===== config.mk =====
export PLATFORM = sky130hd
export DESIGN_NAME = demux8_4b_reg_flat
export DESIGN_NICKNAME = d
export VERILOG_FILES = /design/src/rtl/demux8_4b_reg_if.sv /design/src/rtl/demux8_4b_reg.sv /design/src/flat_wrapper.sv
export SDC_FILE = /design/constraint.sdc
export NUM_CORES = 1
export LEC_CHECK = 0
export ABC_AREA = 1
export CAP_MARGIN = 30
export CORE_UTILIZATION = 27
export DETAILED_ROUTE_END_ITERATION = 6
export PLACE_DENSITY = 0.52
export SLEW_MARGIN = 20
export SYNTH_ARGS = -nofsm -noshare
export SYNTH_HDL_FRONTEND = slang
export SYNTH_SLANG_ARGS = --single-unit

===== constraint.sdc =====
create_clock -name Clock -period 5.36 [get_ports Clock]
set_clock_uncertainty 0.05 [all_clocks]
set_input_delay 1.072 -clock Clock [delete_from_list [all_inputs] [get_ports Clock]]
set_output_delay 1.072 -clock Clock [all_outputs]
set_load 0.03 [all_outputs]

===== src/rtl/demux8_4b_reg_if.sv =====
// demux8_4b_reg_if: producer/consumer bus for the
// registered 1-to-8 demux of 4-bit words.
interface demux8_4b_reg_if;
  logic       S2;
  logic       S1;
  logic       S0;
  logic [3:0] W;
  logic       Load;
  logic       AutoSel;
  logic [7:0] Ack;
  logic [3:0] Y0;
  logic [3:0] Y1;
  logic [3:0] Y2;
  logic [3:0] Y3;
  logic [3:0] Y4;
  logic [3:0] Y5;
  logic [3:0] Y6;
  logic [3:0] Y7;
  logic [7:0] V;
  logic [3:0] Count;
  logic       Overrun;
  logic [2:0] Ptr;

  modport master (
    output S2, S1, S0, W, Load, AutoSel, Ack,
    input  Y0, Y1, Y2, Y3, Y4, Y5, Y6, Y7,
    input  V, Count, Overrun, Ptr
  );

  modport slave (
    input  S2, S1, S0, W, Load, AutoSel, Ack,
    output Y0, Y1, Y2, Y3, Y4, Y5, Y6, Y7,
    output V, Count, Overrun, Ptr
  );
endinterface


===== src/rtl/demux8_4b_reg.sv =====
// demux8_4b_reg: registered 1-to-8 demux, 4-bit lanes,
// valid/ack per lane. Option macro: DEMUX_AUTOSEQ_EN.
module demux8_4b_reg (
  input logic            Clock,
  input logic            Resetn,
  demux8_4b_reg_if.slave bus
);
  logic [3:0] y [8];
  logic [7:0] v;
  logic [7:0] v_nxt;
  logic [3:0] cnt;
  logic [3:0] cnt_nxt;
  logic       ovr;
  logic [2:0] sel;
  logic [2:0] ptr;
  logic       take;

`ifdef DEMUX_AUTOSEQ_EN
  assign sel = bus.AutoSel ? ptr
             : {bus.S2, bus.S1, bus.S0};

  // round-robin pointer advances on accepted auto loads
  always_ff @(posedge Clock or negedge Resetn) begin
    if (!Resetn)
      ptr <= 3'd0;
    else if (take && bus.AutoSel)
      ptr <= ptr + 3'd1;
  end
`else
  logic unused_autosel;
  assign unused_autosel = bus.AutoSel;
  assign sel = {bus.S2, bus.S1, bus.S0};
  assign ptr = 3'd0;
`endif

  assign take = bus.Load
              & (~v[sel] | bus.Ack[sel]);

  // next valid vector (load beats ack) and its popcount
  always_comb begin
    v_nxt = v & ~bus.Ack;
    if (take)
      v_nxt[sel] = 1'b1;
    cnt_nxt = 4'd0;
    for (int i = 0; i < 8; i++)
      cnt_nxt = cnt_nxt + {3'd0, v_nxt[i]};
  end

  // lane registers, flags and status
  always_ff @(posedge Clock or negedge Resetn) begin
    if (!Resetn) begin
      for (int i = 0; i < 8; i++)
        y[i] <= 4'h0;
      v   <= 8'h00;
      cnt <= 4'd0;
      ovr <= 1'b0;
    end else begin
      if (take)
        y[sel] <= bus.W;
      v   <= v_nxt;
      cnt <= cnt_nxt;
      ovr <= bus.Load & ~take;
    end
  end

  assign bus.Y0      = y[0];
  assign bus.Y1      = y[1];
  assign bus.Y2      = y[2];
  assign bus.Y3      = y[3];
  assign bus.Y4      = y[4];
  assign bus.Y5      = y[5];
  assign bus.Y6      = y[6];
  assign bus.Y7      = y[7];
  assign bus.V       = v;
  assign bus.Count   = cnt;
  assign bus.Overrun = ovr;
  assign bus.Ptr     = ptr;
endmodule


===== src/flat_wrapper.sv =====
// flat-port wrapper written by rule: the top's interface ports become plain ports
module demux8_4b_reg_flat 
  (Clock, Resetn, bus_S2, bus_S1, bus_S0, bus_W, bus_Load, bus_AutoSel, bus_Ack, bus_Y0, bus_Y1, bus_Y2, bus_Y3, bus_Y4, bus_Y5, bus_Y6, bus_Y7, bus_V, bus_Count, bus_Overrun, bus_Ptr);
  demux8_4b_reg_if bus_i ();
  input logic Clock;
  input logic Resetn;
  input wire logic [$bits(bus_i.S2)-1:0] bus_S2;
  input wire logic [$bits(bus_i.S1)-1:0] bus_S1;
  input wire logic [$bits(bus_i.S0)-1:0] bus_S0;
  input wire logic [$bits(bus_i.W)-1:0] bus_W;
  input wire logic [$bits(bus_i.Load)-1:0] bus_Load;
  input wire logic [$bits(bus_i.AutoSel)-1:0] bus_AutoSel;
  input wire logic [$bits(bus_i.Ack)-1:0] bus_Ack;
  output wire logic [$bits(bus_i.Y0)-1:0] bus_Y0;
  output wire logic [$bits(bus_i.Y1)-1:0] bus_Y1;
  output wire logic [$bits(bus_i.Y2)-1:0] bus_Y2;
  output wire logic [$bits(bus_i.Y3)-1:0] bus_Y3;
  output wire logic [$bits(bus_i.Y4)-1:0] bus_Y4;
  output wire logic [$bits(bus_i.Y5)-1:0] bus_Y5;
  output wire logic [$bits(bus_i.Y6)-1:0] bus_Y6;
  output wire logic [$bits(bus_i.Y7)-1:0] bus_Y7;
  output wire logic [$bits(bus_i.V)-1:0] bus_V;
  output wire logic [$bits(bus_i.Count)-1:0] bus_Count;
  output wire logic [$bits(bus_i.Overrun)-1:0] bus_Overrun;
  output wire logic [$bits(bus_i.Ptr)-1:0] bus_Ptr;
  assign bus_i.S2 = bus_S2;
  assign bus_i.S1 = bus_S1;
  assign bus_i.S0 = bus_S0;
  assign bus_i.W = bus_W;
  assign bus_i.Load = bus_Load;
  assign bus_i.AutoSel = bus_AutoSel;
  assign bus_i.Ack = bus_Ack;
  assign bus_Y0 = bus_i.Y0;
  assign bus_Y1 = bus_i.Y1;
  assign bus_Y2 = bus_i.Y2;
  assign bus_Y3 = bus_i.Y3;
  assign bus_Y4 = bus_i.Y4;
  assign bus_Y5 = bus_i.Y5;
  assign bus_Y6 = bus_i.Y6;
  assign bus_Y7 = bus_i.Y7;
  assign bus_V = bus_i.V;
  assign bus_Count = bus_i.Count;
  assign bus_Overrun = bus_i.Overrun;
  assign bus_Ptr = bus_i.Ptr;
  demux8_4b_reg u_core (.Clock(Clock), .Resetn(Resetn), .bus(bus_i));
endmodule

==> impl_metrics.env, run 1 <==
export IMPL_peakVddDrop_mv=0.146
export IMPL_via_count=1974
export IMPL_path_clk_slew_ps=80
export IMPL_power_leakage_nw=1.53
export IMPL_cts_hold_repair_buffers=0
export IMPL_nets_finish=355
export IMPL_dpl_worst_slack_ps=345
export IMPL_multiInputGateArea_sq_um=990
export IMPL_cts_root_buf="sky130_fd_sc_hd__clkbuf_8"
export IMPL_worst_slew_pin_slew_ps=743
export IMPL_numPortBuffers=62
export IMPL_timing_hold_violations_final=0
export IMPL_timing_critical_path_fanout_max=10
export IMPL_power_per_cell_area_mw_per_mm2=349
export IMPL_first_iter_violations=90
export IMPL_post_drt_wl_per_cell_um=13.4
export IMPL_worstSetupStartpointType="primary input"
export IMPL_clkPwrFrac_pct=23.9
export IMPL_globalRouteTotalUtil_pct=14.3
export IMPL_critPathRequiredTime_ps=5550
export IMPL_drive_above_1_share_pct=11.2
export IMPL_detail_route_first_pass_iterations=4
export IMPL_period_needed_ps=4730
export IMPL_drcViolationCount=0
export IMPL_synth_cells=266
export IMPL_tritoncts_clock_tree="yes"
export IMPL_cp_arrival_ps=4920
export IMPL_critical_path_slowest_cell="sky130_fd_sc_hd__clkdlybuf4s50_1"
export IMPL_slew_headroom_pct=50.1
export IMPL_setup_viol_count_final=0
export IMPL_cts_path_max_buffers=2
export IMPL_combinationalPowerShare_pct=36.3
export IMPL_vias_per_cell=4.54
export IMPL_critical_path_max_stage_delay_ps=630
export IMPL_placeableCoreArea_sq_mm=0.00826
export IMPL_gp_congestion=0.782
export IMPL_outcome="finished clean"
export IMPL_synth_top_cells_by_area="sky130_fd_sc_hd__dfrtp_1, sky130_fd_sc_hd__nand2_1, sky130_fd_sc_hd__nand4_1"
export IMPL_die_x_um=94.4
export IMPL_crit_path_frequent_cell="sky130_fd_sc_hd__nand2_1"
export IMPL_finalNonFillerCells=435
export IMPL_sequential_cell_area_sq_mm=0.00113
export IMPL_cts_setup_buffers=0
export IMPL_first_global_vias=1981
export IMPL_dpl_cell_area_sq_mm=0.00304
export IMPL_synth_seq_cells=45
export IMPL_final_antenna_net_count=0
export IMPL_synth_seq_area_share_pct=48.8
export IMPL_synthDominantCellAreaShare_pct=48.8
export IMPL_count_of_placed_standard_cells_including_taps=427
export IMPL_power_switching_mw=0.388
export IMPL_critical_path_cell_chain="clkdlybuf4s50_1, inv_2, nand2_1, nand2_1, nand2_1, nand2_1, nand2_1, nand2_1, inv_1, nand2_4, nand3_4, o21ai_0, ha_1, inv_1, fa_1, fa_1, inv_1, fa_1, inv_1, fa_1, inv_1"
export IMPL_number_of_levels_in_the_clock_h_tree=2
export IMPL_die_area_sq_mm=0.00892
export IMPL_initial_core_util_pct=27.9
export IMPL_post_route_cell_area_sq_mm=0.00315
export IMPL_synth_largest_area_cell="sky130_fd_sc_hd__dfrtp_1"
export IMPL_maximum_number_of_pins_on_one_net_before_global_route_repair=26
export IMPL_synthDistinctLibCells=24
export IMPL_area_growth_syn_to_layout_pct=36.6
export IMPL_floorplan_io_pins=67
export IMPL_final_period_utilization_pct=88.2
export IMPL_die_h_um=94.4
export IMPL_num_antenna_cells=0
export IMPL_overflow=0
export IMPL_place_detailed_hpwl_um=4350
export IMPL_synthesis_area_per_instance_sq_um=8.67
export IMPL_max_cap_violations=0
export IMPL_synth_yosys_warnings=0
export IMPL_timing_fmax_ghz=0.212
export IMPL_finalWirelength_um=5820
export IMPL_setup_tns_final_ps=0
export IMPL_switching_share_pct=35.2
export IMPL_tritoncts_num_buffers=5
export IMPL_setup_ws_ps=634
export IMPL_grt_setup_unrepaired="no"
export IMPL_antenna_found_initial=0
export IMPL_power_frac_seq_pct=39.8
export IMPL_timing_max_transition_violations_final=0
export IMPL_cts_num_sinks=45
export IMPL_cts_resized=0
export IMPL_post_synth_instance_area_sq_mm=0.00231
export IMPL_end_kind="flop"
export IMPL_num_fill_cells=858
export IMPL_timing_hold_worst_class="flop to flop"
export IMPL_hold_ws_ps=425
export IMPL_num_rows=33
export IMPL_clock_latency_reported_for_the_late_side_of_the_worst_skew_pair_ps=300
export IMPL_power_internal_mw=0.713
export IMPL_grt_first_pass_wirelength_um=9770
export IMPL_crit_type="primary input to flop"
## synthesized netlist by cell type
library cell	count
sky130_fd_sc_hd__buf_4	3
sky130_fd_sc_hd__clkbuf_1	4
sky130_fd_sc_hd__nand3_4	7
sky130_fd_sc_hd__nor2_1	3
sky130_fd_sc_hd__nand2_4	1
sky130_fd_sc_hd__conb_1	1
sky130_fd_sc_hd__nand4_1	32
sky130_fd_sc_hd__nand3_1	2
sky130_fd_sc_hd__nor3_1	6
sky130_fd_sc_hd__or2_2	1
sky130_fd_sc_hd__buf_12	1
sky130_fd_sc_hd__inv_1	19
sky130_fd_sc_hd__xnor2_1	1
sky130_fd_sc_hd__o21ai_0	4
sky130_fd_sc_hd__o21ai_1	2
sky130_fd_sc_hd__buf_1	4
sky130_fd_sc_hd__buf_6	1
sky130_fd_sc_hd__nand2_1	108
sky130_fd_sc_hd__dfrtp_1	45
sky130_fd_sc_hd__fa_1	4
sky130_fd_sc_hd__inv_2	5
sky130_fd_sc_hd__nand2_2	4
sky130_fd_sc_hd__buf_2	5
sky130_fd_sc_hd__ha_1	3
## layout make-up
cell class,count,share of cell area [%]
timing repair buffer,72,22.2
tap,105,4.17
clock inverter,1,0.953
inverter,24,2.86
multi-input combinational,181,31.4
sequential,45,35.7
clock buffer,7,2.74
## sequential cells by signal (all words and copies together), names as in the netlist, 4 cells and up
signal and flops:
u_core.bus.Count 4, u_core.bus.V 8, u_core.bus.Y0 4, u_core.bus.Y1 4, u_core.bus.Y2 4, u_core.bus.Y3 4
u_core.bus.Y4 4, u_core.bus.Y5 4, u_core.bus.Y6 4, u_core.bus.Y7 4
## critical path, delay by kind of cell
kind	cells	cell delay, ps
adders and majority gates	5	2020
buffers and inverters	7	1140
AOI/OAI and AO/OA	1	160
and+or+nand+nor	8	540
## layer usage
metal / global-route usage, % / wire (um)
met1: 18.3 / 2670
met2: 23.6 / 2750
met3: 2.90 / 276
met4: 5.64 / 126
met5: 0 / 0
## power by group through the flow
stage	Clock, mW	Combinational (mW)	Sequential (mW)
after CTS	0.273	0.404	0.441
after floorplan	0	0.100	0.570
after detailed placement	0	0.403	0.446
after global routing	0.290	0.431	0.448
final	0.263	0.399	0.438
after global placement	0	0.398	0.447
## cells in the final DEF (no fill, tap or decap), types with 3 or more instances in the layout
cell type | synthesis | layout
sky130_fd_sc_hd__nor2_1 | 3 | 3
sky130_fd_sc_hd__fa_1 | 4 | 4
sky130_fd_sc_hd__o21ai_0 | 4 | 4
sky130_fd_sc_hd__conb_1 | 1 | 3
sky130_fd_sc_hd__clkdlybuf4s50_1 | 0 | 60
sky130_fd_sc_hd__ha_1 | 3 | 3
sky130_fd_sc_hd__dfrtp_1 | 45 | 45
sky130_fd_sc_hd__nand3_4 | 7 | 7
sky130_fd_sc_hd__inv_1 | 19 | 19
sky130_fd_sc_hd__nand4_1 | 32 | 32
sky130_fd_sc_hd__nand2_2 | 4 | 4
sky130_fd_sc_hd__clkbuf_8 | 0 | 6
sky130_fd_sc_hd__nand2_1 | 108 | 108
sky130_fd_sc_hd__inv_2 | 5 | 5
sky130_fd_sc_hd__nor3_1 | 6 | 6
sky130_fd_sc_hd__buf_4 | 3 | 9
## kinds of logic after synthesis
family	share of synthesized area [%]
xor+xnor	0.380
simple gates	35.6
flops	48.8
fa+ha+maj	5.10
other cells	0.163
buf+inv	8.62
compound gates	1.30
## metrics by stage
stage	util, %	total power, mW
floorplan	-	0.670
global placement	36.5	0.845
detailed placement	36.8	0.849
CTS	38.2	1.12
global route	38.2	1.17
finish	38.2	1.10
## path summary, 6_finish.rpt
path,start,to,slack [ps],cells after the start
hold / removal,u_core.bus.Y0[1],u_core.bus.Y0[1],420,2
max in group asynchronous,Resetn,u_core.bus.Y5[3],4060,2
min in group asynchronous,Resetn,u_core.bus.V[0],690,1
setup / recovery,bus_S0,u_core.bus.Count[1],630,21
setup reg to reg,u_core.bus.V[6],u_core.bus.Count[1],1830,18
hold reg to reg,u_core.bus.Y0[1],u_core.bus.Y0[1],420,2
Power figures use the tool's default switching activity.
==> inputs of run 2 (changes only) <==
- CELL_PAD_IN_SITES_DETAIL_PLACEMENT: not set -> 0
- CELL_PAD_IN_SITES_GLOBAL_PLACEMENT: not set -> 1
- PLACE_DENSITY: 0.52 -> 0.69
- clock period: 5.36 -> 4.2 ns (I/O delays scaled with it)
==> run 2 against run 1 <==
Against the previous run:
- power up 29%
- non-clock buffer count increased by 24
- critical path type unchanged
- setup slack worse by 420 ps
- die area unchanged
- combinational power is 32% higher
- first-iteration DRC count rose by 6.7%
- clock power up 26%
==> impl_metrics.env, run 2 (same netlist as run 1, synthesis figures left out) <==
export IMPL_globalRouteTotalUtil_pct=14.8
export IMPL_die_area_sq_mm=0.00892
export IMPL_vias_per_cell=4.43
export IMPL_dpl_worst_slack_ps=-444
export IMPL_power_per_cell_area_mw_per_mm2=423
export IMPL_final_antenna_net_count=0
export IMPL_timing_hold_violations_final=0
export IMPL_multiInputGateArea_sq_mm=0.00101
export IMPL_finalWirelength_um=5980
export IMPL_cts_num_sinks=45
export IMPL_drcViolationCount=0
export IMPL_place_detailed_hpwl_um=4510
export IMPL_nets_finish=379
export IMPL_dpl_cell_area_sq_mm=0.00321
export IMPL_outcome="finished clean"
export IMPL_cp_arrival_ps=4180
export IMPL_post_drt_wl_per_cell_um=13.0
export IMPL_slew_headroom_pct=64.3
export IMPL_ff2ff_setup_slack_ps=800
export IMPL_floorplan_io_pins=67
export IMPL_numPortBuffers=62
export IMPL_grt_first_pass_wirelength_um=9940
export IMPL_end_kind="flop"
export IMPL_setup_ws_ps=210
export IMPL_layout_cells_most_common="sky130_fd_sc_hd__nand2_1"
export IMPL_post_route_cell_area_sq_mm=0.00336
export IMPL_timing_hold_worst_class="primary input to async pin"
export IMPL_timing_max_transition_violations_final=0
export IMPL_worstSetupStartpointType="primary input"
export IMPL_die_h_um=94.4
export IMPL_clock_latency_reported_for_the_late_side_of_the_worst_skew_pair_ps=300
export IMPL_maximum_number_of_pins_on_one_net_before_global_route_repair=29
export IMPL_antenna_found_initial=0
export IMPL_num_rows=33
export IMPL_setup_viol_count_final=0
export IMPL_timing_fmax_ghz=0.251
export IMPL_detail_route_first_pass_iterations=4
export IMPL_power_leakage_nw=1.67
export IMPL_cts_hold_repair_buffers=0
export IMPL_placeableCoreArea_sq_mm=0.00826
export IMPL_worst_slew_pin_slew_ps=530
export IMPL_hold_ws_ps=415
export IMPL_sequential_cell_area_sq_mm=0.00113
export IMPL_number_of_levels_in_the_clock_h_tree=2
export IMPL_gp_congestion=0.762
export IMPL_num_antenna_cells=0
export IMPL_first_global_vias=1997
export IMPL_period_needed_ps=3990
export IMPL_cts_path_max_buffers=2
export IMPL_first_iter_violations=96
export IMPL_critPathRequiredTime_ps=4390
export IMPL_drive_above_1_share_pct=18.1
export IMPL_area_growth_syn_to_layout_pct=45.6
export IMPL_via_count=2035
export IMPL_tritoncts_clock_tree="yes"
export IMPL_cts_root_buf="sky130_fd_sc_hd__clkbuf_8"
export IMPL_initial_core_util_pct=27.9
export IMPL_num_fill_cells=874
export IMPL_crit_type="primary input to flop"
export IMPL_largest_register_ff_count=8
export IMPL_peakVddDrop_mv=0.175
export IMPL_final_period_utilization_pct=95.0
export IMPL_timing_critical_path_fanout_max=4
export IMPL_reg2regPathDepth=18
export IMPL_path_clk_slew_ps=90
export IMPL_max_cap_violations=0
export IMPL_finish_utilization_pct=40.7
export IMPL_tritoncts_num_buffers=5
export IMPL_layout_cells_most_common_list="sky130_fd_sc_hd__nand2_1, sky130_fd_sc_hd__clkdlybuf4s50_1, sky130_fd_sc_hd__dfrtp_1"
export IMPL_die_x_um=94.4
export IMPL_grt_setup_unrepaired="no"
export IMPL_overflow=0
[run 2: layer usage]
metal  part of all wire, %  global-route usage (%)  vias up
met2                    48                    24.0       49
met1                    46                    19.4      955
met4                   1.5                    5.00        0
li1                      -                       -     1024
met5                     0                       0        -
met3                   4.2                    3.38        7
[run 2: critical path, stage by stage]
cell	delay, ps
sky130_fd_sc_hd__clkdlybuf4s50_1	490
sky130_fd_sc_hd__nand2_1	60
sky130_fd_sc_hd__nand2_1	60
sky130_fd_sc_hd__nand2_1	50
sky130_fd_sc_hd__nand2_1	70
sky130_fd_sc_hd__nand2_1	50
sky130_fd_sc_hd__nand2_1	50
sky130_fd_sc_hd__inv_1	60
sky130_fd_sc_hd__nand2_4	110
sky130_fd_sc_hd__nand3_4	90
sky130_fd_sc_hd__o21ai_4	90
sky130_fd_sc_hd__ha_1	240
sky130_fd_sc_hd__inv_1	70
sky130_fd_sc_hd__fa_1	440
sky130_fd_sc_hd__fa_1	490
sky130_fd_sc_hd__inv_1	50
sky130_fd_sc_hd__fa_2	330
sky130_fd_sc_hd__inv_1	70
sky130_fd_sc_hd__fa_1	410
sky130_fd_sc_hd__inv_1	60
[run 2: layout make-up]
type	instances	share of cell area (%)
tap	105	3.91
clock inverter	2	1.15
inverter	24	2.68
sequential	45	33.5
multi-input combinational	181	30.2
timing repair buffer	96	26.3
clock buffer	6	2.16
[run 2: what timing repair did]
item | in CTS | in global routing
resized for setup | 2 | 10
gates cloned | 0 | 0
setup endpoints to repair | 2 | 2
buffers inserted | 0 | 1
pin swaps | 0 | 2
[run 2: worst paths after layout]
check                                  from                   to
max                              bus_Ack[2]  u_core.bus.Count[1]
min                                  Resetn     u_core.bus.Y2[1]
max reg2reg                 u_core.bus.V[0]  u_core.bus.Count[1]
min reg2reg                u_core.bus.Y6[1]     u_core.bus.Y6[1]
max in group asynchronous            Resetn     u_core.bus.Y1[3]
min in group Clock         u_core.bus.Y6[1]     u_core.bus.Y6[1]
[run 2: per-stage QoR]
stage	cells	TNS (ps)	total power [mW]
6_report	459	0	1.42
5_1_grt	459	0	1.51
4_1_cts	458	0	1.44
3_5_place_dp	450	-888	1.10
3_3_place_gp	449	-828	1.09
2_1_floorplan	268	0	0.856
[run 2: power by group]
part	internal [mW]	switching (mW)	total, mW
logic	0.215	0.312	0.527
registers	0.514	0.0461	0.560
clock network	0.179	0.153	0.332
total	0.907	0.512	1.42
==> inputs of run 3 (changes only) <==
--- a/config.mk
+++ b/config.mk
@@ -13,2 +13,3 @@
 export DETAILED_ROUTE_END_ITERATION = 6
+export GPL_ROUTABILITY_DRIVEN = 0
 export PLACE_DENSITY = 0.69
==> constraint.sdc (replaced) <==
create_clock -name Clock -period 4.2 [get_ports Clock]
set_clock_uncertainty 0.05 [all_clocks]
set_input_delay 1.26 -clock Clock [delete_from_list [all_inputs] [get_ports Clock]]
set_output_delay 1.26 -clock Clock [all_outputs]
set_load 0.03 [all_outputs]
==> run 3 against run 2 <==
Against the previous run:
- critical path type unchanged
- largest cell class unchanged
- critical endpoint unchanged
- critical path depth unchanged
- sequential power barely moved
- flip-flop and latch count stayed put
- cell count increased by 2.4%
- highest routed layer unchanged
- clock-buffer cell count increased by 1
==> impl_metrics.env, run 3 (same netlist as run 1, synthesis figures left out) <==
export IMPL_ff2ff_setup_slack_ps=800
export IMPL_timing_max_transition_violations_final=0
export IMPL_count_of_placed_standard_cells_including_taps=455
export IMPL_nets_finish=390
export IMPL_grt_first_pass_wirelength_um=9670
export IMPL_timing_fmax_ghz=0.241
export IMPL_finalNonFillerCells=470
export IMPL_drive_above_1_share_pct=23.6
export IMPL_tritoncts_clock_tree="yes"
export IMPL_detail_route_first_pass_iterations=4
export IMPL_worstSetupStartpointType="primary input"
export IMPL_vias_per_cell=4.30
export IMPL_first_iter_violations=86
export IMPL_cts_path_max_buffers=2
export IMPL_floorplan_io_pins=67
export IMPL_num_rows=33
export IMPL_cts_hold_repair_buffers=0
export IMPL_end_kind="flop"
export IMPL_largest_register_ff_count=8
export IMPL_post_drt_wl_per_cell_um=12.7
export IMPL_peakVddDrop_mv=0.194
export IMPL_worst_slew_pin_slew_ps=543
export IMPL_first_global_vias=2024
export IMPL_clock_latency_reported_for_the_late_side_of_the_worst_skew_pair_ps=290
export IMPL_die_area_sq_mm=0.00892
export IMPL_power_per_cell_area_mw_per_mm2=413
export IMPL_final_antenna_net_count=0
export IMPL_cts_root_buf="sky130_fd_sc_hd__clkbuf_8"
export IMPL_outcome="finished clean"
export IMPL_place_detailed_hpwl_um=4530
export IMPL_die_x_um=94.4
export IMPL_numPortBuffers=62
export IMPL_power_leakage_nw=1.72
export IMPL_cts_num_sinks=45
export IMPL_placeableCoreArea_sq_mm=0.00826
export IMPL_timing_critical_path_fanout_max=4
export IMPL_antenna_found_initial=0
export IMPL_max_cap_violations=0
export IMPL_finalWirelength_um=5980
export IMPL_setup_viol_count_final=0
export IMPL_hold_ws_ps=424
export IMPL_hp_start="u_core.bus.Y0[1]"
export IMPL_critPathRequiredTime_ps=4390
export IMPL_layout_cells_most_common_list="sky130_fd_sc_hd__nand2_1, sky130_fd_sc_hd__clkdlybuf4s50_1, sky130_fd_sc_hd__dfrtp_1"
export IMPL_tritoncts_num_buffers=5
export IMPL_grt_setup_unrepaired="yes"
export IMPL_period_needed_ps=4150
export IMPL_final_period_utilization_pct=98.8
export IMPL_initial_core_util_pct=27.9
export IMPL_maximum_number_of_pins_on_one_net_before_global_route_repair=30
export IMPL_number_of_levels_in_the_clock_h_tree=2
export IMPL_globalRouteTotalUtil_pct=14.2
export IMPL_crit_type="primary input to flop"
export IMPL_reg2reg_launch_point="u_core.bus.V[6]"
export IMPL_via_count=2022
export IMPL_die_h_um=94.4
export IMPL_path_clk_slew_ps=80
export IMPL_cp_startpoint="bus_S0"
export IMPL_overflow=0
export IMPL_num_antenna_cells=0
export IMPL_timing_hold_violations_final=0
export IMPL_slew_headroom_pct=63.4
export IMPL_layout_cells_most_common="sky130_fd_sc_hd__nand2_1"
export IMPL_timing_hold_worst_class="flop to flop"
export IMPL_area_growth_syn_to_layout_pct=50.3
export IMPL_cp_arrival_ps=4340
export IMPL_setup_tns_final_ps=0
export IMPL_drcViolationCount=0
[run 3: area by class of cell]
| type | instances | area (sq um) |
|---|---|---|
| Clock buffer | 7 | 86.3 |
| Sequential cell | 45 | 1130 |
| Multi-Input combinational cell | 181 | 1030 |
| Timing Repair Buffer | 107 | 971 |
| Tap cell | 105 | 131 |
| Fill cell | 851 | 4790 |
| Inverter | 24 | 92.6 |
| Clock inverter | 1 | 30.0 |
[run 3: critical path, cell delays in order]
cell and delay, ps:
sky130_fd_sc_hd__buf_8 110, sky130_fd_sc_hd__buf_6 120, sky130_fd_sc_hd__nand2_1 90, sky130_fd_sc_hd__o21ai_2 60, sky130_fd_sc_hd__nand2_1 60, sky130_fd_sc_hd__nand2_1 50
sky130_fd_sc_hd__nand2_1 70, sky130_fd_sc_hd__nand2_2 70, sky130_fd_sc_hd__nand2_4 110, sky130_fd_sc_hd__nand3_4 100, sky130_fd_sc_hd__o21ai_4 80, sky130_fd_sc_hd__ha_1 250
sky130_fd_sc_hd__inv_2 60, sky130_fd_sc_hd__fa_1 430, sky130_fd_sc_hd__fa_1 510, sky130_fd_sc_hd__inv_2 40, sky130_fd_sc_hd__fa_2 340, sky130_fd_sc_hd__inv_2 60
sky130_fd_sc_hd__fa_1 400, sky130_fd_sc_hd__inv_1 60
[run 3: final timing paths]
kind,endpoint,cells after the start
worst max-delay path,u_core.bus.Count[1],20
worst min-delay path,u_core.bus.Y0[1],2
worst max register to register,u_core.bus.Count[1],18
worst min register to register,u_core.bus.Y0[1],2
max in group asynchronous,u_core.bus.V[1],2
min in group asynchronous,u_core.bus.V[6],1
[run 3: metal layers]
layer | vias up | share of wire (%) | track usage [%]
met2 | 43 | 47 | 22.4
met1 | 928 | 48 | 19.5
li1 | 1047 | - | -
met3 | 4 | 3.9 | 3.14
met5 | - | 0 | 0
met4 | 0 | 1.0 | 3.85
[run 3: timing repair]
item,CTS,global route
gates resized for setup,39,2
setup endpoints to repair,4,2
setup buffers,5,2
pin swaps,18,11
[run 3: metrics by stage]
step           util, %  instance area [sq um]  power, mW  setup WS [ps]
2_1_floorplan        -                   2330      0.858           -111
3_3_place_gp      39.2                   3240       1.10           -726
3_5_place_dp      39.5                   3260       1.10           -781
4_1_cts           41.7                   3450       1.45          -31.5
5_1_grt           42.0                   3470       1.52          -87.1
6_report          42.0                   3470       1.43           49.6
[run 3: power breakdown]
group	internal, mW	switching (mW)	leakage (nW)
Sequential	0.514	0.0459	0.577
Clock	0.194	0.141	0.0585
Combinational	0.222	0.317	1.08
